**src/rtl/uart_pkg.sv**
```systemverilog
// Shared definitions for the UART transmit path: buffer FSM states and ASCII codes.
package uart_pkg;

    typedef enum logic [1:0] {
        TXB_IDLE      = 2'd0,
        TXB_START     = 2'd1,
        TXB_WAIT_BUSY = 2'd2,
        TXB_WAIT_DONE = 2'd3
    } txb_state_e;

    localparam logic [7:0] ASCII_LF = 8'h0a;
    localparam logic [7:0] ASCII_CR = 8'h0d;

endpackage

```
**src/rtl/byte_fifo.sv**
```systemverilog
// Byte FIFO with wrapping pointers and a registered occupancy count.
// DEPTH must be a power of two, at least 2; full/empty derive from the registered count.
module byte_fifo #(
    parameter int DEPTH = 16
) (
    input  logic                     clk,
    input  logic                     rst,
    input  logic                     push_i,
    input  logic [7:0]               wr_data_i,
    input  logic                     pop_i,
    output logic [7:0]               rd_data_o,
    output logic                     full_o,
    output logic                     empty_o,
    output logic [$clog2(DEPTH):0]   count_o
);
    import uart_pkg::*;

    localparam int AW = $clog2(DEPTH);
    localparam int CW = AW + 1;

    logic [7:0]    mem_q [DEPTH];
    logic [AW-1:0] wr_ptr_q, wr_ptr_d;
    logic [AW-1:0] rd_ptr_q, rd_ptr_d;
    logic [CW-1:0] count_q, count_d;
    logic          push_ok, pop_ok;

    assign full_o    = (count_q == CW'(DEPTH));
    assign empty_o   = (count_q == '0);
    assign count_o   = count_q;
    assign rd_data_o = mem_q[rd_ptr_q];

    // A push while full is dropped even if a pop happens in the same cycle.
    assign push_ok = push_i && !full_o;
    assign pop_ok  = pop_i && !empty_o;

    always_comb begin
        wr_ptr_d = wr_ptr_q;
        rd_ptr_d = rd_ptr_q;
        count_d  = count_q;
        if (push_ok) begin
            wr_ptr_d = wr_ptr_q + AW'(1);
        end
        if (pop_ok) begin
            rd_ptr_d = rd_ptr_q + AW'(1);
        end
        case ({push_ok, pop_ok})
            2'b10:   count_d = count_q + CW'(1);
            2'b01:   count_d = count_q - CW'(1);
            default: count_d = count_q;
        endcase
    end

    always_ff @(posedge clk) begin
        if (rst) begin
            wr_ptr_q <= '0;
            rd_ptr_q <= '0;
            count_q  <= '0;
        end else begin
            wr_ptr_q <= wr_ptr_d;
            rd_ptr_q <= rd_ptr_d;
            count_q  <= count_d;
        end
    end

    always_ff @(posedge clk) begin
        if (push_ok) begin
            mem_q[wr_ptr_q] <= wr_data_i;
        end
    end

endmodule

```
**src/rtl/uart_tx_buffer.sv**
```systemverilog
// Byte queue feeding uart_tx through the sdata/tx_start/tx_busy handshake.
// Optional macro UART_TX_BUF_CRLF_EN inserts a CR ahead of every LF on the wire.
module uart_tx_buffer #(
    parameter int DEPTH = 16
) (
    input  logic                     clk,
    input  logic                     rst_uart,
    input  logic                     wr_en,
    input  logic [7:0]               wr_data,
    output logic                     full,
    output logic                     empty,
    output logic [$clog2(DEPTH):0]   count,
    output logic [7:0]               sdata,
    output logic                     tx_start,
    input  logic                     tx_busy,
    output logic                     active
);
    import uart_pkg::*;

    txb_state_e state_q, state_d;
    logic [7:0] sdata_q, sdata_d;
    logic       tx_start_q, tx_start_d;
    logic       pop;
    logic [7:0] head;
    logic       fifo_empty;
`ifdef UART_TX_BUF_CRLF_EN
    logic       cr_done_q, cr_done_d;
`endif

    byte_fifo #(
        .DEPTH (DEPTH)
    ) u_fifo (
        .clk       (clk),
        .rst       (rst_uart),
        .push_i    (wr_en),
        .wr_data_i (wr_data),
        .pop_i     (pop),
        .rd_data_o (head),
        .full_o    (full),
        .empty_o   (fifo_empty),
        .count_o   (count)
    );

    assign empty    = fifo_empty;
    assign sdata    = sdata_q;
    assign tx_start = tx_start_q;
    assign active   = !fifo_empty || (state_q != TXB_IDLE);

    always_comb begin
        state_d    = state_q;
        sdata_d    = sdata_q;
        tx_start_d = tx_start_q;
        pop        = 1'b0;
`ifdef UART_TX_BUF_CRLF_EN
        cr_done_d  = cr_done_q;
`endif
        case (state_q)
            TXB_IDLE: begin
                if (!fifo_empty) begin
                    state_d = TXB_START;
`ifdef UART_TX_BUF_CRLF_EN
                    // LF stays at the head while its CR goes out first.
                    if (head == ASCII_LF && !cr_done_q) begin
                        sdata_d   = ASCII_CR;
                        cr_done_d = 1'b1;
                    end else begin
                        sdata_d   = head;
                        pop       = 1'b1;
                        cr_done_d = 1'b0;
                    end
`else
                    sdata_d = head;
                    pop     = 1'b1;
`endif
                end
            end
            TXB_START: begin
                tx_start_d = 1'b1;
                state_d    = TXB_WAIT_BUSY;
            end
            TXB_WAIT_BUSY: begin
                if (tx_busy) begin
                    tx_start_d = 1'b0;
                    state_d    = TXB_WAIT_DONE;
                end
            end
            TXB_WAIT_DONE: begin
                if (!tx_busy) begin
                    state_d = TXB_IDLE;
                end
            end
            default: state_d = TXB_IDLE;
        endcase
    end

    always_ff @(posedge clk) begin
        if (rst_uart) begin
            state_q    <= TXB_IDLE;
            sdata_q    <= 8'h00;
            tx_start_q <= 1'b0;
`ifdef UART_TX_BUF_CRLF_EN
            cr_done_q  <= 1'b0;
`endif
        end else begin
            state_q    <= state_d;
            sdata_q    <= sdata_d;
            tx_start_q <= tx_start_d;
`ifdef UART_TX_BUF_CRLF_EN
            cr_done_q  <= cr_done_d;
`endif
        end
    end

endmodule

```
**config.mk**
```make
export PLATFORM = sky130hd
export DESIGN_NAME = uart_tx_buffer
export DESIGN_NICKNAME = d
export VERILOG_FILES = /design/src/rtl/uart_pkg.sv /design/src/rtl/byte_fifo.sv /design/src/rtl/uart_tx_buffer.sv
export SDC_FILE = /design/constraint.sdc
export NUM_CORES = 1
export LEC_CHECK = 0
export ABC_AREA = 0
export ABC_CLOCK_PERIOD_IN_PS = 6250
export BUFFER_PORTS_ARGS = -buffer_cell sky130_fd_sc_hd__buf_2
export CORE_MARGIN = 1.5
export CORE_UTILIZATION = 40
export DETAILED_ROUTE_END_ITERATION = 16
export GPL_ROUTABILITY_DRIVEN = 0
export MAX_ROUTING_LAYER = met4
export SLEW_MARGIN = 10
export SYNTH_ARGS = -nofsm -noshare
export SYNTH_HDL_FRONTEND = slang
export SYNTH_HIERARCHICAL = 1
export SYNTH_SLANG_ARGS = --single-unit
```
**constraint.sdc**
```tcl
create_clock -name clk -period 6.25 [get_ports clk]
set_clock_uncertainty 0.1 [all_clocks]
set_input_delay 1.25 -clock clk [delete_from_list [all_inputs] [get_ports clk]]
set_output_delay 1.25 -clock clk [all_outputs]
set_load 0.03 [all_outputs]
```
Yosys cells after proc, flatten, opt, wreduce, memory -nomap -nowiden
Memory sizes are Yosys's and may differ from the RTL's. A register that Yosys moved wholly into a read port is not among the register bits.
Cells that the tools add are included.
{"block": "totals", "ff_bits": 16, "ram_bits": 128, "in_bits": 12, "mem_count": 1}
{"memory": "u_fifo.mem_q", "depth": 16, "width": 8, "read_ports": 1, "rd_clocked_by_memory_dff": 1, "write_ports": 1, "line": "byte_fifo.sv:21", "rtl": "logic [7:0] mem_q [DEPTH];"}
{"block": "classes", "add_sub_neg": 4, "n_eq_ne": 9, "n_mux": 11, "bitwise_logic": 1, "reduce_logical": 13}
{"cell": "$pmux W5 S2", "count": 1}
{"cell": "$add A4 B1 Y4 const B", "count": 2}
{"cell": "$pmux W2 S4", "count": 1}
{"cell": "$eq A2 B2 Y1 const B", "count": 3}
{"cell": "$mux W2", "count": 3}
{"cell": "$ne A2 B2 Y1 const B", "count": 3}
{"cell": "$reduce_bool A2 Y1", "count": 3}
{"cell": "$add A5 B1 Y5 const B", "count": 1}
{"cell": "$eq A5 B5 Y1 const B", "count": 1}
{"cell": "$logic_not A5 Y1", "count": 1}
{"cell": "$mux W1", "count": 5}
{"cell": "$sub A5 B1 Y5 const B", "count": 1}
{"cell": "$eq A2 B1 Y1 const B", "count": 2}
{"cell": "$reduce_and A2 Y1", "count": 2}
{"cell": "$reduce_and A3 Y1", "count": 1}
{"cell": "$logic_and A1 B1 Y1", "count": 2}
{"cell": "$logic_not A1 Y1", "count": 2}
{"cell": "$logic_not A2 Y1", "count": 1}
{"cell": "$pmux W1 S2", "count": 1}
{"cell": "$logic_or A1 B1 Y1", "count": 1}
{"cell": "$not A1 Y1", "count": 1}

Longest topological paths before layout
Gate-level depths: netlist (run 1).
{"block": "depth", "ltp_word": 6, "mapped_depth": 17}

Hierarchy
Netlist (run 1), hierarchy kept.
{"mod": "byte_fifo", "n_inst": 1, "cells_each": 324, "area_per_inst_um2": 5836.8, "seq_area_each_um2": 4184.0}
{"mod": "uart_tx_buffer", "n_inst": 1, "cells_each": 59, "area_per_inst_um2": 561.8, "seq_area_each_um2": 220.2}

Worst setup path after synthesis (run 1)
OpenSTA, ideal clock, no wires.
{"block": "synth_path", "path_type": "register to register", "from": "reg u_fifo.count_q[1], in the netlist u_fifo/count_o[1]", "to": "reg u_fifo.count_q[4], in the netlist u_fifo/count_o[4]", "setup_ns": 0.121, "arrival_time_ns": 3.837, "t_required_ns": 6.029, "slack_ns": 2.192, "stages_incl_launch_ff": 18, "path_buffers": 4, "synth_period_minus_slack_ns": 4.058, "path_cell_list": "dfxtp_1 > buf_6 > or4_4 > buf_6 > nor2_1 > nand2b_1 > buf_6 > inv_8 > o21ai_4 > inv_1 > ha_1 > clkbuf_1 > xor2_1 > ha_1 > inv_1 > a21o_1 > a221oi_1 > mux2_2"}
{"block": "synth_via", "elab_chain_len": 6, "elab_cells_between_ends": 14, "classes_between": "add/sub: 2; eq/ne: 3; mux: 3; reduce/logical: 6"}
{"element": "start, declared", "line": "byte_fifo.sv:24", "rtl": "logic [CW-1:0] count_q, count_d;"}
{"element": "start signal, assigned", "line": "byte_fifo.sv:61", "rtl": "count_q <= count_d;"}
{"element": "$logic_not A5 Y1 *", "line": "byte_fifo.sv:28", "rtl": "assign empty_o = (count_q == '0);"}
{"element": "named net empty", "line": "uart_tx_buffer.sv:11", "rtl": "output logic empty,"}
{"element": "$mux W1 *", "line": "uart_tx_buffer.sv:59", "rtl": "if (!fifo_empty) begin"}
{"element": "$mux W1 *", "line": "uart_tx_buffer.sv:57", "rtl": "case (state_q)"}
{"element": "named net pop", "line": "uart_tx_buffer.sv:23", "rtl": "logic pop;"}
{"element": "$logic_and A1 B1 Y1 *", "line": "byte_fifo.sv:34", "rtl": "assign pop_ok = pop_i && !empty_o;"}
{"element": "named net u_fifo.pop_ok", "line": "byte_fifo.sv:25", "rtl": "logic push_ok, pop_ok;"}
{"element": "$eq A2 B1 Y1 / $eq A2 B2 Y1 (equally long branches)", "line": "byte_fifo.sv:46", "rtl": "case ({push_ok, pop_ok})"}
{"element": "$pmux W5 S2 / $reduce_bool A2 Y1 (equally long branches)"}
Mark *: on every way through the listed nets, which the timed path passes. The rest lies on a longest branch.
A chain may end at the register's enable or synchronous reset.

Worst setup path after layout (run 1)
{"block": "layout_path", "from": "reg u_fifo.count_q[1], in the netlist u_fifo/count_o[1]", "to": "reg u_fifo.count_q[4], in the netlist u_fifo/count_o[4]"}
{"block": "layout_via", "elab_chain_len": 6, "elab_cells_between_ends": 14, "classes_between": "add/sub: 2; eq/ne: 3; mux: 3; reduce/logical: 6"}
{"element": "$logic_not A5 Y1 *", "line": "byte_fifo.sv:28"}
{"element": "$mux W1 *", "line": "uart_tx_buffer.sv:59"}
{"element": "$mux W1 *", "line": "uart_tx_buffer.sv:57"}
{"element": "named net pop", "line": "uart_tx_buffer.sv:23"}
{"element": "$logic_and A1 B1 Y1 *", "line": "byte_fifo.sv:34"}
{"element": "named net u_fifo.pop_ok", "line": "byte_fifo.sv:25"}
{"element": "$eq A2 B1 Y1 / $eq A2 B2 Y1 (equally long branches)", "line": "byte_fifo.sv:46"}
{"element": "$pmux W5 S2 / $reduce_bool A2 Y1 (equally long branches)"}
Marks and branches as above.

==> impl.org, run 1 <==
** STA
- Max-slew headroom :: 0.312
- Min Clock Period, post-route :: 3940 ps
- Setup repair after global routing left no endpoint under its margin.
- Final Hold Vio Count :: 0
- Max Slew Vio Count :: 0
- At the pin with the least slew margin, the transition time is 1030 ps.
- Final period util :: 0.631
- Number of endpoints failing setup at the final stage :: 0
- In the final timing run, aggregate negative setup slack is 0 ps.
- Post-Route Hold Slack :: 366 ps
- For this run, the top clock speed supported by timing is 0.254 GHz.

** Run
- Max-cap violation count :: 0

** CTS
- The H-tree generated during clock tree synthesis spans 4 levels.
- In this run, post-CTS repair resized a total of 0 instances.
- TritonCTS built the clock tree.
- Number of setup buffers added after CTS :: 0
- For this design, the sink count on the clock tree is 156.
- Clock-pin slew was measured on the worst setup and hold paths at 60 ps.
- Cts-stage hold buffer count :: 0
- The clock reaches the later pin of the worst-skew pair after 420 ps.
- In this run the deepest clock path goes through 2 buffers.
- TritonCTS Buffers :: 17
- Buffer type at the clock tree root :: sky130_fd_sc_hd__clkbuf_16

** Cells and area
- The sequential cells in the finished layout cover a total of 4410 sq um.
- Diode count :: 0
- In the layout the commonest cells are sky130_fd_sc_hd__edfxtp_1, sky130_fd_sc_hd__nor2_1, sky130_fd_sc_hd__mux4_2, sky130_fd_sc_hd__buf_2, sky130_fd_sc_hd__dfxtp_1.
- The layout has 1385 filler cells.
- Commonest non-fill, non-tap cell in the layout :: sky130_fd_sc_hd__edfxtp_1
- Compared with the post-synthesis result, the final layout area differs by 14.3%.
- Of the cells placed in the final design, the portion with a size suffix greater than 1 is 0.290.
- Combined area of the multi-input logic cells :: 1840 sq um
- Nets@finish :: 440

** Floorplan
- After floorplanning, the core was divided into 46 placement rows.
- The floorplan step set the die width to 129 um.
- Pin placement for this block handled 29 I/O pins.
- Die Area :: 16800 sq um
- The initial utilization of the core area, before any placement, comes to 0.406.
- The floorplan step defined a core boundary enclosing 15800 sq um.
- Vertical die dimension :: 129 um

** Route
- Number of violations reported at the end of detailed-routing iteration 0 :: 176
- Wire length per cell after detailed routing :: 18.9 um
- Average vias per placed instance :: 5.12
- Pre-Repair DR Iteration Count :: 4
- In this run the top signal layer used is met4.
- Routed met3 length :: 428 um
- DRC viols :: 0
- The detail route stage leaves a number of antenna-violating nets equal to 0.
- Met2 wire len :: 6.07 mm
- For this block, wires on met1 add up to 5.53 mm.
- The detailed router placed 3294 vias in this run.
- Detailed Route WL :: 12.2 mm

** Setup path
- WP data arrival :: 4150 ps
- Critical Path Fanout Max :: 13
- The worst setup path is captured at a flip-flop.
- CP max stage delay :: 660 ps
- Among all stages on the critical path, the largest delay is contributed by sky130_fd_sc_hd__or4_4.
- Cell-by-cell listing of the critical path :: or4_4 -> nor2_1 -> nand2b_1 -> inv_8 -> o21ai_4 -> inv_1 -> ha_1 -> xor2_1 -> ha_1 -> inv_1 -> a21o_1 -> a221oi_1 -> mux2_2
- The critical path is of the reg -> reg type.
- STA classifies the critical path startpoint as a flip-flop.
- Counting cells, the worst reg-to-reg path comes to 13.
- Data on the critical path is required at its endpoint by 6460 ps.

** Pwr
- Of the total power, the share spent switching nets is 0.311.
- The analysis attributes to net switching a power of 0.940 mW.
- The share of total power dissipated in combinational logic is 0.259.
- Fraction of power consumed by sequential logic :: 0.413
- In this run the static leakage power is 2.49 nW.
- Dividing total power by cell area gives a power density of 413 nW/um^2.
- Internal power :: 2.08 mW
- IR drop worst, VDD :: 213 uV
- The share of total power dissipated in the clock network is 0.328.

** Synthesis
- Of the total synthesized cell area, the portion taken by full adders, half adders and majority gates is 0.0254.
- Of all flip-flops after synthesis, the portion carrying an async set or reset was 0.
- Of the total synthesized cell area, the portion taken by XOR and XNOR cells is 0.0110.
- Portion of synthesized cell area occupied by the leading cell type :: 0.601
- In the synthesized netlist the dominant register cell turns out to be sky130_fd_sc_hd__edfxtp_1.
- The portion of synthesized area spent on multiplexers is 0.119.
- For this run, the register share of the synthesized area comes to 0.688.
- After technology mapping, the gate count stands at 383.
- The fraction of the mapped netlist area in compound gates is 0.0630.
- By area, the combinational part of the netlist is dominated by multiplexers.
- Synth area leader :: sky130_fd_sc_hd__edfxtp_1
- Post-Synthesis Cell Area :: 6400 sq um
- For this run, the number of Yosys warnings is 6.
- Synthesized area divided by synthesized cell count :: 16.7 sq um
- Synthesis inferred 156 register bits.
- Counting flops with a built-in enable in the synthesized netlist gives 128.
- The number of nets in the synthesized netlist is 408.
- Of the total synthesized cell area, the portion taken by AND, OR, NAND and NOR gates is 0.0688.
- In the post-synthesis netlist, the biggest area contributors are sky130_fd_sc_hd__edfxtp_1, sky130_fd_sc_hd__mux4_2, sky130_fd_sc_hd__dfxtp_1.
- The number of different library cells used by synthesis comes to 47.

** Worst hold path
- Tightest Hold Check Type :: reg -> reg
- Cells on Worst Hold Path :: 2

** Placed design
- During placement, the flow inserted port buffers numbering 28.
- Summed over all nets, the half-perimeter wirelength after detailed placement is 7.74 mm.

** GRT
- Number of antenna violations at the first check in global routing :: 0
- For this run, the total global-route usage over all layers was measured as 0.161.
- The number of global-route vias before repair is 3330.
- Overflow left after global routing :: 0
- The first global-routing pass estimated 18.5 mm of wire.
- Entering global routing, the biggest net connects 33 pins.

** Status
- Outcome :: finished, final reports clean
sequential cells by signal (all words and copies together), names as in the netlist, named ones only:
name             flops
u_fifo/wr_ptr_q      4
state_q              2
u_fifo/rd_ptr_q      4
u_fifo/count_o       5
tx_start             1
u_fifo/mem_q       128
sdata                8
metal layers:
metal | track usage | up-vias
li1 | - | 1540
met3 | 0.0409 | 10
met5 | - | -
met4 | 0.0647 | 0
met1 | 0.202 | 1682
met2 | 0.252 | 62
critical path: cells and delay by family, from the launching register on:
| family | cells | cell delay, ps |
|---|---|---|
| adder cells (fa/ha/maj) | 2 | 510 |
| buffers and inverters | 3 | 260 |
| multiplexers | 1 | 370 |
| XOR/XNOR | 1 | 200 |
| AO/OA/AOI/OAI | 3 | 570 |
| flip-flops | 1 | 400 |
| AND/OR/NAND/NOR | 3 | 1440 |
Yosys cell counts, types with 5 or more instances:
| cell | number |
|---|---|
| sky130_fd_sc_hd__xor2_1 | 7 |
| sky130_fd_sc_hd__nand2_1 | 24 |
| sky130_fd_sc_hd__a22oi_1 | 16 |
| sky130_fd_sc_hd__dfxtp_1 | 28 |
| sky130_fd_sc_hd__nand2_2 | 8 |
| sky130_fd_sc_hd__nor2_1 | 36 |
| sky130_fd_sc_hd__buf_2 | 5 |
| sky130_fd_sc_hd__clkbuf_1 | 11 |
| sky130_fd_sc_hd__nor3_1 | 6 |
| sky130_fd_sc_hd__nand2b_1 | 5 |
| sky130_fd_sc_hd__mux4_2 | 32 |
| sky130_fd_sc_hd__a21oi_2 | 8 |
| sky130_fd_sc_hd__ha_1 | 13 |
| sky130_fd_sc_hd__inv_1 | 10 |
| sky130_fd_sc_hd__edfxtp_1 | 128 |
cell families (layout without fill, tap and decap cells):
logic type,count (synthesis),after routing
simple gates,92,92
compound gates,46,46
xor+xnor,8,8
flops,156,156
buf+inv,32,76
mux,36,36
fa+ha+maj,13,13
cell type report:
| class | instances | share of cell area |
|---|---|---|
| repair buffers | 34 | 0.0253 |
| clock buffers | 17 | 0.0581 |
| multi-input cells | 195 | 0.251 |
| flip-flops and latches | 156 | 0.602 |
| clock inverters | 14 | 0.0195 |
| well taps | 216 | 0.0369 |
| inverters | 11 | 0.00667 |
stage by stage:
step	utilization	power (mW)	cells	area (sq um)	setup WS (ps)
floorplan	-	1.91	383	6400	2190
CTS	0.464	3.05	643	7320	2290
finish	0.464	3.02	643	7320	2310
global route	0.464	3.16	643	7320	2050
detailed placement	0.428	2.06	612	6750	2320
global placement	0.428	2.04	612	6750	2460
worst paths after layout:
kind,from,to,slack (ps)
worst max-delay path,u_fifo/count_o[1],u_fifo/count_o[4],2310
worst min-delay path,sdata[7],sdata[7],370
worst max register to register,u_fifo/count_o[1],u_fifo/count_o[4],2310
worst min register to register,sdata[7],sdata[7],370
power by group through the flow:
stage / logic (mW) / registers, mW / clock network, mW
after floorplan: 0.579 / 1.33 / 0
after global placement: 0.771 / 1.26 / 0
after detailed placement: 0.788 / 1.27 / 0
after CTS: 0.789 / 1.25 / 1.02
after global routing: 0.851 / 1.26 / 1.06
final: 0.781 / 1.25 / 0.990
Power figures use the tool's default switching activity.
==> inputs of run 2 (changes only) <==
--- a/config.mk
+++ b/config.mk
@@ -6,7 +6,7 @@
 export NUM_CORES = 1
 export LEC_CHECK = 0
 export ABC_AREA = 0
-export ABC_CLOCK_PERIOD_IN_PS = 6250
+export ABC_CLOCK_PERIOD_IN_PS = 3350
 export BUFFER_PORTS_ARGS = -buffer_cell sky130_fd_sc_hd__buf_2
 export CORE_MARGIN = 1.5
 export CORE_UTILIZATION = 40
==> constraint.sdc (replaced) <==
create_clock -name clk -period 3.35 [get_ports clk]
set_clock_uncertainty 0.1 [all_clocks]
set_input_delay 0.67 -clock clk [delete_from_list [all_inputs] [get_ports clk]]
set_output_delay 0.67 -clock clk [all_outputs]
set_load 0.03 [all_outputs]
==> impl.org, run 2 (synthesized netlist as in run 1, its figures left out) <==
** Setup path
- STA classifies the critical path endpoint as a flip-flop.
- Required time at the worst-slack endpoint :: 3560 ps (-2900 ps)
- The arrival time of data at the critical path endpoint came to 3380 ps (-770 ps).
- Type of the setup path with the least slack :: reg -> reg
- The reg2reg setup slack came to 180 ps (-2130 ps).
- Setup crit start kind :: flip-flop
- Critical Path Fanout Max :: 13 (unchanged)

** Pwr
- Fraction of power consumed by sequential logic :: 0.413 (about the same)
- Combinational fraction of design power :: 0.263 (+0.004)
- Power Density :: 774 nW/um^2 (+88%)
- The portion of total power attributed to the clock network was 0.324 (-0.004).
- Overall power after layout :: 5.78 mW (+91%)
- The peak ir drop on the vdd network came to 402 uV (+89%).
- The internal power consumption was 3.99 mW (+92%).
- The switching power was 1.78 mW (+90%).
- Sw Ratio :: 0.309 (-0.00261)
- Cell leakage power :: 2.56 nW (+2.9%)

** STA
- Min Clock Period, post-route :: 3170 ps (-770 ps)
- Max-slew headroom :: 0.358 (+0.0452)
- Transition time of the tightest slew-check pin :: 960 ps (-67.6 ps)
- The final-layout setup total negative slack is 0 ps (unchanged).
- Max Slew Vio Count :: 0 (unchanged)
- Final period util :: 0.947 (+0.316)
- Max Fclk :: 0.315 GHz (+24%)
- RSZ-0062 raised after global routing :: no
- The number of endpoints failing setup at the final stage was 0 (unchanged).
- Final Hold Vio Count :: 0 (unchanged)

** Route
- DRC viols :: 0 (unchanged)
- The amount of wire on met2 after detailed routing is 6.24 mm (+2.9%).
- The initial detailed-routing violation count is 268 (+52%).
- The remaining antenna violation count is 0 (unchanged).
- The via count of the routed design is 3344 (+1.5%).
- Routed signal wires occupy layers up through met4.
- The average detailed-routed wire length per instance was 19.0 um (+0.17%).
- The final routed wirelength across all metal layers is 12.5 mm (+2.3%).
- The number of iterations in the first detailed-routing pass is 4 (unchanged).
- Average vias per placed instance :: 5.09 (-0.65%)
- Routed met3 length :: 653 um (+53%)
- Wire length on met1 :: 5.40 mm (-2.5%)

** Cells and area
- The number of fill cells was 1373 (-0.87%).
- Top reg by flops :: u_fifo/mem_q
- Synth-to-Final Area Change :: 16.7%
- Area occupied by registers :: 4410 sq um (+0.14%)
- Nets@finish :: 453 (+3.0%)
- The ratio of cells with drive above 1 in the final layout was 0.327 (+0.0361).
- Most frequent cells in the layout :: sky130_fd_sc_hd__edfxtp_1, sky130_fd_sc_hd__nor2_1, sky130_fd_sc_hd__mux4_2, sky130_fd_sc_hd__buf_2
- The library cell used most frequently in the layout, excluding fill and tap cells, is sky130_fd_sc_hd__edfxtp_1.
- Flip-flop count of the largest register after layout :: 128 (unchanged)
- The antenna cell count is 0 (unchanged).
- The multi-input logic area came to 1860 sq um (+1.4%).

** CTS
- TritonCTS Buffers :: 17 (unchanged)
- The clock-pin slew on the worst setup and hold paths came to 60 ps (about the same).
- Clock tree from TritonCTS :: built
- Buffer type at the clock tree root :: sky130_fd_sc_hd__clkbuf_16
- Cts-stage hold buffer count :: 0 (unchanged)
- CTS H-Tree Depth :: 4 (unchanged)
- Skew-Pair Late Insertion Delay :: 420 ps (about the same)
- The post-CTS repair timing setup buffer count is 0 (unchanged).
- Total of cells resized after clock tree synthesis :: 0 (unchanged)
- The clock net sink count came to 156 (unchanged).
- Longest Clk Path Bufs :: 2 (unchanged)

** Floorplan
- The area of the placeable core was 15800 sq um (unchanged).
- The number of top-level pins is 29 (unchanged).
- The horizontal die dimension is 129 um (unchanged).
- Die Area :: 16800 sq um (unchanged)
- Initial Utilization :: 0.406 (unchanged)
- The die boundary height is 129 um (unchanged).
- Site Rows :: 46 (unchanged)

** GRT
- The maximum number of pins on one net before global-route repair is 33 (unchanged).
- Tot GR Track Use :: 0.167 (+0.00530)
- The number of global-route vias before repair is 3447 (+3.5%).
- First-pass GRT wire length :: 19.4 mm (+4.7%)
- Number of antenna violations at the first check in global routing :: 0 (unchanged)
- The total congestion overflow after global routing was 0 (unchanged).

** Placed design
- The final HPWL from detailed placement came to 8.29 mm (+7.0%).
- IO Port Bufs :: 28 (unchanged)

** Status
- Outcome :: finished, final reports clean

** Worst hold path
- In this run the worst hold path is classified as reg -> reg.

** Run
- The number of violations of the max-capacitance limit is 0 (unchanged).
[run 2: worst max-delay path, stage by stage, from the launching register on]
cell	delay, ps
sky130_fd_sc_hd__dfxtp_2	350
sky130_fd_sc_hd__or4_4	570
sky130_fd_sc_hd__nor2_4	150
sky130_fd_sc_hd__nand2b_4	190
sky130_fd_sc_hd__inv_8	70
sky130_fd_sc_hd__o21ai_4	80
sky130_fd_sc_hd__inv_1	70
sky130_fd_sc_hd__ha_2	230
sky130_fd_sc_hd__xor2_1	180
sky130_fd_sc_hd__ha_2	230
sky130_fd_sc_hd__inv_1	60
sky130_fd_sc_hd__a21o_1	170
sky130_fd_sc_hd__a221oi_2	260
sky130_fd_sc_hd__mux2_2	350
[run 2: path summary, 6_finish.rpt]
kind	from	end	cells past startpoint
worst min-delay path	sdata[0]	sdata[0]	2
worst max-delay path	u_fifo/count_o[0]	u_fifo/count_o[4]	13
worst min register to register	sdata[0]	sdata[0]	2
worst max register to register	u_fifo/count_o[0]	u_fifo/count_o[4]	13
[run 2: routing by layer]
layer	vias up	GRT usage
li1	1558	-
met1	1701	0.211
met2	73	0.265
met3	12	0.0372
met4	0	0.0595
met5	-	-
[run 2: cell type report]
cell class / instances / area share
timing repair buffer: 47 / 0.0396
tap: 216 / 0.0362
sequential: 156 / 0.591
clock buffer: 21 / 0.0590
clock inverter: 11 / 0.0179
multi-input combinational: 195 / 0.250
inverter: 11 / 0.00654
[run 2: power groups by stage]
stage	Sequential, mW	Combinational, mW	Clock (mW)
after floorplan	2.48	1.15	0
after global placement	2.43	1.47	0
after detailed placement	2.43	1.50	0
after CTS	2.39	1.51	1.91
after global routing	2.41	1.66	1.99
final	2.39	1.52	1.87
[run 2: through the flow]
stage	util	hold slack, ps	cell area, sq um	instances	worst slack (ps)
after floorplan	-	372	6450	383	-233
after CTS	0.472	364	7450	655	76.0
after detailed placement	0.436	354	6880	623	97.8
final	0.473	360	7460	657	177
after global placement	0.436	355	6880	623	207
after global routing	0.473	378	7460	657	2.78
